===== src/rtl/aes_dec_word_loader.sv =====
// Word-serial front end for a 128-bit AES decryption core.
// Collects an optional 4-word key and a 4-word ciphertext block, most significant word first.
// Holds both stable for the core, then captures the plaintext a fixed LATENCY cycles later.
// Streams the plaintext back out as four 32-bit words with valid/ready handshaking.
module aes_dec_word_loader #(
    parameter int LATENCY = 40
) (
    input  logic         clk,
    input  logic         rst,
    input  logic         in_valid,
    output logic         in_ready,
    input  logic [31:0]  in_word,
    input  logic         new_key,
    output logic [0:127] encrypted_data,
    output logic [0:127] cipher_key,
    input  logic [0:127] original_decrypted_data,
    output logic         out_valid,
    input  logic         out_ready,
    output logic [31:0]  out_word,
    output logic         out_last,
    output logic         busy
);

    typedef enum logic [2:0] {
        ST_IDLE,
        ST_LOAD_KEY,
        ST_LOAD_DATA,
        ST_WAIT,
        ST_OUTPUT
    } state_t;

    // The counter starts at LATENCY-1 so that the capture lands exactly LATENCY edges after the last data word.
    localparam logic [7:0] WAIT_LOAD = 8'(LATENCY - 1);

    state_t         state_reg;
    logic [1:0]     idx_reg;
    logic [7:0]     wait_cnt_reg;
    logic [1:0]     k_reg;
    logic [0:127]   key_reg;
    logic [0:127]   data_reg;
    logic [0:127]   result_reg;

    logic           accept;
    logic [6:0]     word_base;
    logic [31:0]    result_word [4];

    assign accept    = in_valid && in_ready;
    assign word_base = {idx_reg, 5'b0_0000};

    // Split the captured plaintext into its four output words; word 0 holds bits [0:31].
    generate
        for (genvar gi = 0; gi < 4; gi++) begin : g_result_word
            assign result_word[gi] = result_reg[32*gi +: 32];
        end
    endgenerate

    // Main control FSM, together with the key, ciphertext and result registers.
    always_ff @(posedge clk) begin
        if (rst) begin
            state_reg    <= ST_IDLE;
            idx_reg      <= 2'd0;
            wait_cnt_reg <= 8'd0;
            k_reg        <= 2'd0;
            key_reg      <= '0;
            data_reg     <= '0;
            result_reg   <= '0;
        end else begin
            case (state_reg)
                ST_IDLE: begin
                    if (accept) begin
                        // The first word of a transfer decides whether a key precedes the data.
                        if (new_key) begin
                            key_reg[0:31] <= in_word;
                            state_reg     <= ST_LOAD_KEY;
                        end else begin
                            data_reg[0:31] <= in_word;
                            state_reg      <= ST_LOAD_DATA;
                        end
                        idx_reg <= 2'd1;
                    end
                end
                ST_LOAD_KEY: begin
                    if (accept) begin
                        key_reg[word_base +: 32] <= in_word;
                        if (idx_reg == 2'd3) begin
                            idx_reg   <= 2'd0;
                            state_reg <= ST_LOAD_DATA;
                        end else begin
                            idx_reg <= idx_reg + 2'd1;
                        end
                    end
                end
                ST_LOAD_DATA: begin
                    if (accept) begin
                        data_reg[word_base +: 32] <= in_word;
                        if (idx_reg == 2'd3) begin
                            idx_reg      <= 2'd0;
                            wait_cnt_reg <= WAIT_LOAD;
                            state_reg    <= ST_WAIT;
                        end else begin
                            idx_reg <= idx_reg + 2'd1;
                        end
                    end
                end
                ST_WAIT: begin
                    if (wait_cnt_reg == 8'd0) begin
                        result_reg <= original_decrypted_data;
                        k_reg      <= 2'd0;
                        state_reg  <= ST_OUTPUT;
                    end else begin
                        wait_cnt_reg <= wait_cnt_reg - 8'd1;
                    end
                end
                ST_OUTPUT: begin
                    if (out_ready) begin
                        if (k_reg == 2'd3) begin
                            k_reg     <= 2'd0;
                            state_reg <= ST_IDLE;
                        end else begin
                            k_reg <= k_reg + 2'd1;
                        end
                    end
                end
                default: state_reg <= ST_IDLE;
            endcase
        end
    end

    // in_ready also drops while reset is held, so a word is never taken during reset.
    assign in_ready = !rst && ((state_reg == ST_IDLE) ||
                               (state_reg == ST_LOAD_KEY) ||
                               (state_reg == ST_LOAD_DATA));

    assign out_valid      = (state_reg == ST_OUTPUT);
    assign out_last       = out_valid && (k_reg == 2'd3);
    assign out_word       = out_valid ? result_word[k_reg] : 32'd0;
    assign busy           = (state_reg != ST_IDLE);
    assign encrypted_data = data_reg;
    assign cipher_key     = key_reg;

endmodule


===== config.mk =====
export PLATFORM = sky130hd
export DESIGN_NAME = aes_dec_word_loader
export DESIGN_NICKNAME = d
export VERILOG_FILES = /design/src/rtl/aes_dec_word_loader.sv
export SDC_FILE = /design/constraint.sdc
export NUM_CORES = 1
export LEC_CHECK = 0
export ABC_AREA = 1
export ABC_CLOCK_PERIOD_IN_PS = 3300
export CAP_MARGIN = 20
export CORE_ASPECT_RATIO = 2
export CORE_MARGIN = 5
export CORE_UTILIZATION = 35
export CTS_CLUSTER_SIZE = 25
export DETAILED_ROUTE_END_ITERATION = 16
export SETUP_SLACK_MARGIN = 0.4
export SKIP_LAST_GASP = 1
export SLEW_MARGIN = 15
export SYNTH_ARGS = -nofsm -noshare
export SYNTH_HDL_FRONTEND = slang
export SYNTH_SLANG_ARGS = --single-unit

===== constraint.sdc =====
create_clock -name clk -period 3.3 [get_ports clk]
set_input_delay 0.33 -clock clk [delete_from_list [all_inputs] [get_ports clk]]
set_output_delay 0.33 -clock clk [all_outputs]
set_load 0.01 [all_outputs]

; Yosys cells after proc, flatten, opt, wreduce, memory -nomap -nowiden
; Cells that the tools add are included.
[classes]
shifts = 2
magnitude_cmp = 1
add_sub_neg = 4
n_eq_ne = 18
div = 0
n_bitwise = 2
mul = 0
n_reduce_logical = 24
mux = 36
[op_table]
columns = cell, count
row1 = bitwise mux 128 bit, 2
row2 = two-way mux 128 bit, 2
row3 = two-way mux 32 bit, 7
row4 = variable shift 129 x 9 -> 128 bit (first input constant), 1
row5 = variable part select 129 x 9 -> 128 bit, 1
row6 = case mux 32 bit (2 select lines), 2
row7 = binary-select mux 32 bit (select 2 bit), 1
row8 = two-way mux 3 bit, 8
row9 = two-way mux 8 bit, 3
row10 = != test 2 bit (second input constant), 9
row11 = case mux 8 bit (2 select lines), 1
row12 = case mux 3 bit (5 select lines), 1
row13 = two-way mux 2 bit, 7
row14 = AND reduction 4 bit, 3
row15 = nonzero test 2 bit, 5
row16 = negator 8 -> 9 bit, 1
row17 = logical NOT 8 bit, 1
row18 = inverter 7 -> 8 bit, 1
row19 = case mux 2 bit (2 select lines), 2
row20 = AND reduction 8 bit, 1
row21 = subtractor 8 x 1 -> 8 bit (second input constant), 1
row22 = == test 3 x 2 -> 1 bit (second input constant), 2
row23 = != test 2 x 1 -> 1 bit (second input constant), 3
row24 = AND reduction 2 bit, 3
row25 = other kinds (13), 19
[word_totals]
elab_cells = 96
regBits = 399
rom_bits = 0
latch_bits = 0
output_inout_bits = 292
in_bits = 165
ramBits = 0
memories = 0

; Depth between registers and ports, before layout
[depth]
word_depth = 7
depth_mapped = 13
ltp_nobuf = 10

; Least setup slack after synthesis
; OpenSTA, ideal clock, no wires.
[synth_path]
path_type = register -> register
start = register idx_reg[1]
end = register key_reg (netlist bit cipher_key[1])
setup_slack_ps = 1025
t_required_ps = 3187
stages_incl_launch_ff = 12
path_buffers = 4
setup_time_ps = 113
t_arrival_ps = 2162
cell_sequence = dfxtp_1 clkbuf_1 inv_1 clkbuf_1 buf_1 ha_1 nor2_1 nor3_4 buf_6 nand2_1 nor2_1 nor2_1
[synth_via]
elab_chain_cells = 6
[synth_rtl]
columns = item, line
row1 = from (decl), 36  ; logic [1:0] idx_reg;
row2 = from (signal assigned), 89  ; idx_reg <= idx_reg + 2'd1;
row3 = from (signal assigned), 101  ; idx_reg <= idx_reg + 2'd1;
row4 = inverter 7 -> 8 bit (implied by the code) (*), 84  ; key_reg[word_base +: 32] <= in_word;
row5 = negator 8 -> 9 bit (*), 84
row6 = variable part select 129 x 9 -> 128 bit or variable shift 129 x 9 -> 128 bit (tied branches), 84
row7 = bitwise mux 128 bit (*), 84
row8 = two-way mux 128 bit (*), 83  ; if (accept) begin
row9 = case mux 32 bit (2 select lines) (*), 68  ; case (state_reg)
row10 = "to (signal, indexed assignment)", 84
row11 = to (decl), 39  ; logic [0:127] key_reg;
; Mark *: on every way between the ends. The rest lies on a longest branch, timed or not. The select of a mux whose other input is x is not followed.
; A chain may end at the register's enable or synchronous reset.

; Final worst setup path
[layout_path]
start = register state_reg[0]
end = output out_word[24]
[layout_via]
elab_chain_cells = 2
[layout_rtl]
columns = item, line
row1 = from (decl), 35  ; state_t state_reg;
row2 = from (signal assigned), 60  ; state_reg <= ST_IDLE;
row3 = from (signal assigned), 74  ; state_reg <= ST_LOAD_KEY;
row4 = from (signal assigned), 77  ; state_reg <= ST_LOAD_DATA;
row5 = == test 3 bit, 134  ; assign out_valid = (state_reg == ST_OUTPUT);
row6 = two-way mux 32 bit, 136  ; assign out_word = out_valid ? result_word[k_reg] : 32'd0;
row7 = to (decl), 19  ; output logic [31:0] out_word,
; Every way passes these cells.

==> impl_metrics.toml <==
[outcome]
status = "finished clean"

[sta]
drv_slew = 0
fin_ws_ps = 535
finalHoldViolCount = 0
setup_viol = 0
fmax_mhz = 362
slew_headroom = 0.331
rsz0062_at_grt = "no"
tns_ps = 0
final.period_utilization = 0.838
finalClockSkew_ps = 35.4
post-route-min-period_ps = 2770
tightest_slew_ps = 1000
fin_hold_ws_ps = 242

[final_layout]
instances_no_fill = 3501
layout-drive-gt1-share = 0.0490
nFillCells = 4792
area_delta_synth_final_pct = 37.5
fin_nets = 3002

[setup_path]
startpoint_type = "flop"
startpoint = "state_reg[0]$_SDFFE_PP0P_"
cp_top_family = "buffers and inverters"
cp_cell_sequence = "inv_2, nand2_1, nor2_1, buf_4, inv_1, buf_6, a21oi_1, clkdlybuf4s50_1"
required_ps = 2970
cpMaxStageDelayCell = "clkdlybuf4s50_1"
reg2reg_from = "state_reg[1]$_SDFFE_PP0P_"
cp.buffers_inverters = 5
arrival_ps = 2440
crit_fanout = 33
crit_path_max_incr_delay_ps = 580
end_kind = "output port"
path_class = "flop to output port"

[route]
drt-total-wl_mm = 75.0
routed_via_density = 5.02
wl_per_cell_um = 21.4
vias = 17600
dr.pass1.iters = 6
drc = 0
first_iter_violations = 1245
detail-route-antenna-nets = 0

[clock_tree]
cts.sinks = 399
clk_latency_ps = 560
cts_hold_buf = 0
cts.clk_slew.worst_paths_ps = 60
cts_root_buf = "clkbuf_16"
cts_buffers = 40
h-tree-depth = 2
cts_tree = "done"
clockBufferDepth = 3

[logic_synthesis]
syn_area_per_cell_um2 = 6.82
synth_warnings = 0
postSynthCellCount = 2458
yosysSeqAreaShare = 0.476
synth_seq_cells = 399
netlist_area_mm2 = 0.0168
synth-edff-count = 0
synth_ff_type = "dfxtp_1"
synth_nets = 2630
synthDistinctLibCells = 25
async_reset_ff_frac = 0

[power]
power_mw = 13.5
p_leak_nw = 9.46
powerDensity_mw_per_mm2 = 585
ir_drop_v = 0.000484

[floorplanning]
initial_core_util = 0.353
die_x_um = 165
core-area_mm2 = 0.0475
dieArea_mm2 = 0.0526
pin_count = 457
placementRows = 113
fp.dieH_um = 320

[global_routing]
first_global_vias = 17700
grt_pass1_wl_mm = 111
grt_antenna_before_repair = 11
grt_max_degree = 114
grt_usage = 0.275
grt-ovfl-total = 0

[placement]
numPlacedInstances = 3415
globalplace.congestion = 1.01
io_buffers = 456
post-place-ws_ps = 731
dp_hpwl_mm = 54.0

[flow_run]
max_cap_violations = 0

[hold_path]
min_path_type = "input pin to flop"
hold_start = "rst"
## synth_stat cells (6+ instances only)
cell,n,area [um^2]
buf_1,9,33.8
dfxtp_1,399,7990
a21oi_1,87,435
o21ai_1,124,621
buf_4,9,67.6
nor3_1,98,490
inv_1,110,413
buf_6,6,67.6
buf_2,45,225
nor2_1,916,3440
nand3_1,21,105
inv_2,11,41.3
ha_1,7,87.6
o21ai_0,287,1440
clkbuf_1,106,398
nand2_1,207,777
## power breakdown
| group | switching [mW] | internal (mW) | leakage (nW) | total (mW) |
|---|---|---|---|---|
| Combinational | 2.13 | 1.24 | 5.61 | 3.37 |
| Clock | 2.05 | 2.53 | 0.618 | 4.58 |
| Sequential | 0.283 | 5.26 | 3.23 | 5.54 |
## path summary, 6_finish.rpt
kind | slack [ps] | depth (start not counted) | endpoint
worst max-delay path | 530 | 8 | out_word[24]
worst min-delay path | 240 | 4 | state_reg[0]$_SDFFE_PP0P_
worst max register to register | 790 | 8 | result_reg[81]$_SDFFE_PP0P_
worst min register to register | 470 | 2 | cipher_key[63]$_SDFFE_PP0P_
## kinds of logic after synthesis
kind of cell               after synthesis  synth area share
buffers and inverters                  296            0.0743
adders and majority gates                7           0.00522
DFF                                    399             0.476
and+or+nand+nor                       1253             0.293
AOI/OAI and AO/OA                      502             0.151
xor gates and xnor gates                 1          0.000523
## worst reg2reg max path, stage by stage, from the launching register on
cell	delay, ps
dfxtp_1	460
inv_2	110
nor3_4	310
inv_2	120
nor2_4	390
inv_6	330
buf_4	400
nor2_1	160
nor2_1	80
## routing by layer
layer | part of all wire | global-route usage
met1 | 0.34 | 0.279
met4 | 0.085 | 0.196
met5 | 0.00011 | 0
met3 | 0.080 | 0.0778
met2 | 0.49 | 0.476
## placed cells by master (no fill, tap or decap), types with 2 or more instances in the layout
cell,netlist,layout
a21oi_1,87,82
a21oi_2,1,6
buf_12,0,2
buf_4,9,46
bufinv_16,0,2
clkbuf_1,106,13
clkbuf_16,0,40
clkbuf_8,0,5
clkdlybuf4s50_1,0,451
clkinv_2,0,7
clkinvlp_4,0,2
dfxtp_1,399,397
dfxtp_2,0,2
diode_2,0,10
dlygate4sd2_1,0,2
dlymetal6s2s_1,0,2
ha_1,7,7
inv_1,110,106
inv_2,11,11
inv_6,0,2
inv_8,0,2
nand2_1,207,207
nand3_1,21,21
nand3_2,3,3
nand4_1,3,3
nor2_1,916,915
nor2_2,3,3
nor3_1,98,98
nor3_4,2,2
o21ai_0,287,287
o21ai_1,124,124
## per-stage QoR
step / utilization / area [um^2]
after floorplan: - / 16800
after global placement: 0.457 / 21700
after detailed placement: 0.457 / 21700
after CTS: 0.484 / 23000
after global routing: 0.485 / 23000
final: 0.485 / 23100
## final cells by class
class                      count  area, um^2  share of cell area
sequential                   399        7990               0.347
timing repair buffer         505        4960               0.215
clock inverter                13         139             0.00602
inverter                     121         473              0.0205
multi-input combinational   1763        7560               0.328
antenna                       10        25.0             0.00109
clock buffer                  58        1120              0.0485
tap                          632         791              0.0343
## repair_timing
action / CTS / global route
gates resized for setup: 4 / 10
setup buffers: 5 / 0
pin swaps: 0 / 0
cloned: 0 / 0
setup endpoints to repair: 13 / 29
Power figures use the tool's default switching activity.
